===== config.mk =====
export PLATFORM = sky130hd
export DESIGN_NAME = demux1t8_8_reg
export DESIGN_NICKNAME = d
export VERILOG_FILES = /design/src/rtl/demux1t8_8_reg.sv
export SDC_FILE = /design/constraint.sdc
export NUM_CORES = 1
export LEC_CHECK = 0
export CAP_MARGIN = 10
export CORE_ASPECT_RATIO = 0.6
export CORE_UTILIZATION = 46
export DETAILED_ROUTE_END_ITERATION = 6
export PLACE_DENSITY = 0.9
export SLEW_MARGIN = 0
export SYNTH_ARGS = -nofsm -noshare
export SYNTH_HDL_FRONTEND = slang
export SYNTH_SLANG_ARGS = --single-unit

===== constraint.sdc =====
create_clock -name clk -period 2.5 [get_ports clk]
set_input_delay 0.375 -clock clk [delete_from_list [all_inputs] [get_ports clk]]
set_output_delay 0.375 -clock clk [all_outputs]
set_load 0.05 [all_outputs]

===== src/rtl/demux1t8_8_reg.sv =====
// Registered 1-to-8 demultiplexer with per-lane valid flags, auto-increment
// write pointer and a sticky overwrite error flag.
module demux1t8_8_reg #(
    parameter int                 WIDTH   = 8,
    parameter logic [WIDTH-1:0]   RST_VAL = '0
) (
    input  logic             clk,
    input  logic             rst_n,
    input  logic [WIDTH-1:0] I,
    input  logic [2:0]       s,
    input  logic             we,
    input  logic             auto,
    input  logic             clr,
    input  logic [7:0]       ack,
    output logic [WIDTH-1:0] o0,
    output logic [WIDTH-1:0] o1,
    output logic [WIDTH-1:0] o2,
    output logic [WIDTH-1:0] o3,
    output logic [WIDTH-1:0] o4,
    output logic [WIDTH-1:0] o5,
    output logic [WIDTH-1:0] o6,
    output logic [WIDTH-1:0] o7,
    output logic [7:0]       vld,
    output logic [2:0]       ptr,
    output logic             ovf
);

    logic [WIDTH-1:0] lane_q [8];
    logic [WIDTH-1:0] lane_d [8];
    logic [7:0]       vld_q, vld_d;
    logic [2:0]       ptr_q, ptr_d;
    logic             ovf_q, ovf_d;
    logic [2:0]       tgt;

    always_comb begin
        lane_d = lane_q;
        vld_d  = vld_q;
        ptr_d  = ptr_q;
        ovf_d  = ovf_q;
        tgt    = auto ? ptr_q : s;
        if (clr) begin
            // Clear wins over write and ack; lane data is deliberately kept.
            vld_d = '0;
            ptr_d = '0;
            ovf_d = 1'b0;
        end else begin
            vld_d = vld_q & ~ack;
            if (we) begin
                lane_d[tgt] = I;
                vld_d[tgt]  = 1'b1;
                if (vld_q[tgt] && !ack[tgt]) begin
                    ovf_d = 1'b1;
                end
                if (auto) begin
                    ptr_d = ptr_q + 3'd1;
                end
            end
        end
    end

    always_ff @(posedge clk or negedge rst_n) begin
        if (!rst_n) begin
            lane_q <= '{default: RST_VAL};
            vld_q  <= '0;
            ptr_q  <= '0;
            ovf_q  <= 1'b0;
        end else begin
            lane_q <= lane_d;
            vld_q  <= vld_d;
            ptr_q  <= ptr_d;
            ovf_q  <= ovf_d;
        end
    end

    assign o0  = lane_q[0];
    assign o1  = lane_q[1];
    assign o2  = lane_q[2];
    assign o3  = lane_q[3];
    assign o4  = lane_q[4];
    assign o5  = lane_q[5];
    assign o6  = lane_q[6];
    assign o7  = lane_q[7];
    assign vld = vld_q;
    assign ptr = ptr_q;
    assign ovf = ovf_q;

endmodule


==> metrics.txt <==
Max Freq approximately 470 MHz; Max-slew headroom about two fifths; setup bufs post-CTS 0; Leakage between 2 and 2.5 nW; Final period util 85.5%; Ports 100; layout filler cell count ~460; root buffer cell clkbuf_16; via count between 2k and 2.5k; sinks on the clock net 76; Worst Tran Pin Value 0.926 ns; final setup fails 0; clock slew at reported path FFs approximately 0.060 ns; WP data required approximately 2.7 ns; r2r startpoint ptr[0]; mean routed wirelength per cell 19.0 µm; FF-to-FF End o5[2]; Tot GR Track Use between 20% and 30%; r2r worst-path depth 4; Adder-Cell Fraction of Synth Area less than 1%; Power per Cell Area between 1000 and 1500 nW/µm²; Rows 22; Post-Syn Area ~3200 µm²; Tot Pwr 4.90 mW; syn nets 239; most frequent cells in the layout clkdlybuf4s50_1, dfrtp_1, mux2_2, buf_4, nor2_1; hold_buf cts 0; largest net degree at the start of global routing between 70 and 80; Clock Skew ~0.0031 ns; H-tree Lvls 3; Placer Congestion roughly 0.85; DP Wirelength between 5 and 6 mm; Layout Nets roughly 350; Max-Cap Viols 0; Initial Utilization a little under 50%; Synth Area in Compound Gates between 4 and 5%; fin util between 70 and 80%; Skew-Pair Late Insertion Delay 0.33 ns; Synth Area in Simple Gates a little under 6%; worst slack, placed 0.0655 ns; vias per cell around 5.3; Syn Area/Cell about 15 µm²; Max Slew Vio Count 0; synth warn 0; Post-Syn Instances between 200 and 250; DRC viols 0; share of cells above drive strength 1 between 20% and 30%; global route total overflow 0; initial antenna violation count 0; Setup crit start auto; Yosys cell types 32; minimum clock period about 2.1 ns; Longest Clk Path Bufs 2; Most used DFF post-synth dfrtp_1; number of routed nets with antenna violations 0; endpoints failing hold 0; Pre-Repair DR Iteration Count 4; kind of critical path in -> reg; nature of the critical path startpoint input pin; Final WS setup approximately 0.36 ns; RSZ-0062 raised after global routing false; HP Class in -> async; Die Area about 7000 µm²; main combinational cell family by area after synthesis multiplexers; FF+latch count, synth 76; critical path capture point type register; routed wire length 7.93 mm; core box area around 6400 µm²; antenna diode count 0; most common cell after layout, fill and taps aside clkdlybuf4s50_1; worst-path maximum fanout 10; number of CTS-inserted buffers 9; status finished clean; sequential-to-total area share from yosys stat between 60% and 70%; vias in the first global route about 2.4k; I/O Buffers just under 100; XOR/XNOR Fraction of Synth Area less than 1%; Post-synth ARST share 100%; reg2reg setup slack approximately 0.58 ns; wire length of the first global-routing pass roughly 13 mm; worst vdd ir between 600 and 700 µV; Horiz. Die Dim roughly 110 µm; EDFF count, synth 0; CTS tree yes; CTS-repair resized insts 0; P&R area growth vs syn 45.9%; final setup TNS 0 ns; mux contribution to synthesized area a little over a quarter; die height 66.2 µm; CP Data Arrival Time between 2 and 2.5 ns; Initial DRC Count 106
-- cell type report --
type | instances | area, µm² | share of cell area, %
Tap cell | 84 | 105 | 2.28
Sequential cell | 76 | 1900 | 41.3
Clock buffer | 9 | 225 | 4.89
Clock inverter | 7 | 91.3 | 1.98
Timing Repair Buffer | 110 | 1070 | 23.2
Inverter | 4 | 15.0 | 0.326
Multi-Input combinational cell | 127 | 1200 | 26.0
-- how the worst max path moves through the flow --
stage                  to  slack, ns  cells past startpoint
CTS                 o1[3]       0.39                      6
floorplan           o1[0]       0.41                      6
global route        o0[4]       0.27                      5
global placement      ovf       0.12                      7
detailed placement    ovf       0.07                      7
finish              o0[4]       0.36                      5
-- critical path: stages --
cell	delay [ns]
clkdlybuf4s50_1	0.47
buf_4	0.20
o32ai_1	0.45
nand2_1	0.44
mux2_2	0.40
-- flip-flops by register name (all words and copies together) (netlist names), 3 cells and up --
signal,cells
o0,8
o1,8
o2,8
o3,8
o4,8
o5,8
o6,8
o7,8
ptr,3
vld,8
-- power breakdown --
part	leakage (nW)	internal (mW)	switching [mW]	total (mW)
registers	0.970	1.49	0.152	1.64
logic	0.951	0.687	1.21	1.90
clock network	0.155	0.869	0.491	1.36
total	2.08	3.05	1.85	4.90
-- per-stage QoR --
stage          cells  hold slack (ns)  cell area (µm²)
3_3_place_gp     401            0.470             4290
6_report         417            0.179             4610
3_5_place_dp     401            0.485             4290
2_1_floorplan    214           0.0794             3160
4_1_cts          417            0.226             4610
5_1_grt          417            0.265             4610
-- kinds of logic (layout without fill, tap and decap cells) --
| kind of cell | count (synthesis) | in the layout |
|---|---|---|
| adders and majority gates | 1 | 1 |
| DFF | 76 | 76 |
| AOI/OAI and AO/OA | 17 | 17 |
| buffers and inverters | 11 | 130 |
| xor gates and xnor gates | 2 | 2 |
| muxes | 73 | 73 |
| and+or+nand+nor | 34 | 34 |
-- cells in the mapped netlist, types with 2 or more instances --
cell       n  area, µm²
inv_1      4       15.0
nand3_1    2       10.0
mux2_4     8        120
mux2_1     6       67.6
nor2_4     3       33.8
o21ai_0    2       10.0
nand2_1    7       26.3
mux2i_1    8       80.1
mux2_2    50        563
o22ai_1    4       25.0
nand2b_1   8       50.1
o32ai_1    2       17.5
nor2_1    10       37.5
a21o_1     3       22.5
dfrtp_1   76       1900
o32a_1     2       20.0
buf_2      4       20.0
-- routing by layer --
layer	routed length (µm)	GRT usage [%]
met3	881	11.3
met2	3500	36.8
met4	38	6.08
met5	0	0
met1	3510	32.5
No activity file was read; power rests on OpenSTA's default activity.
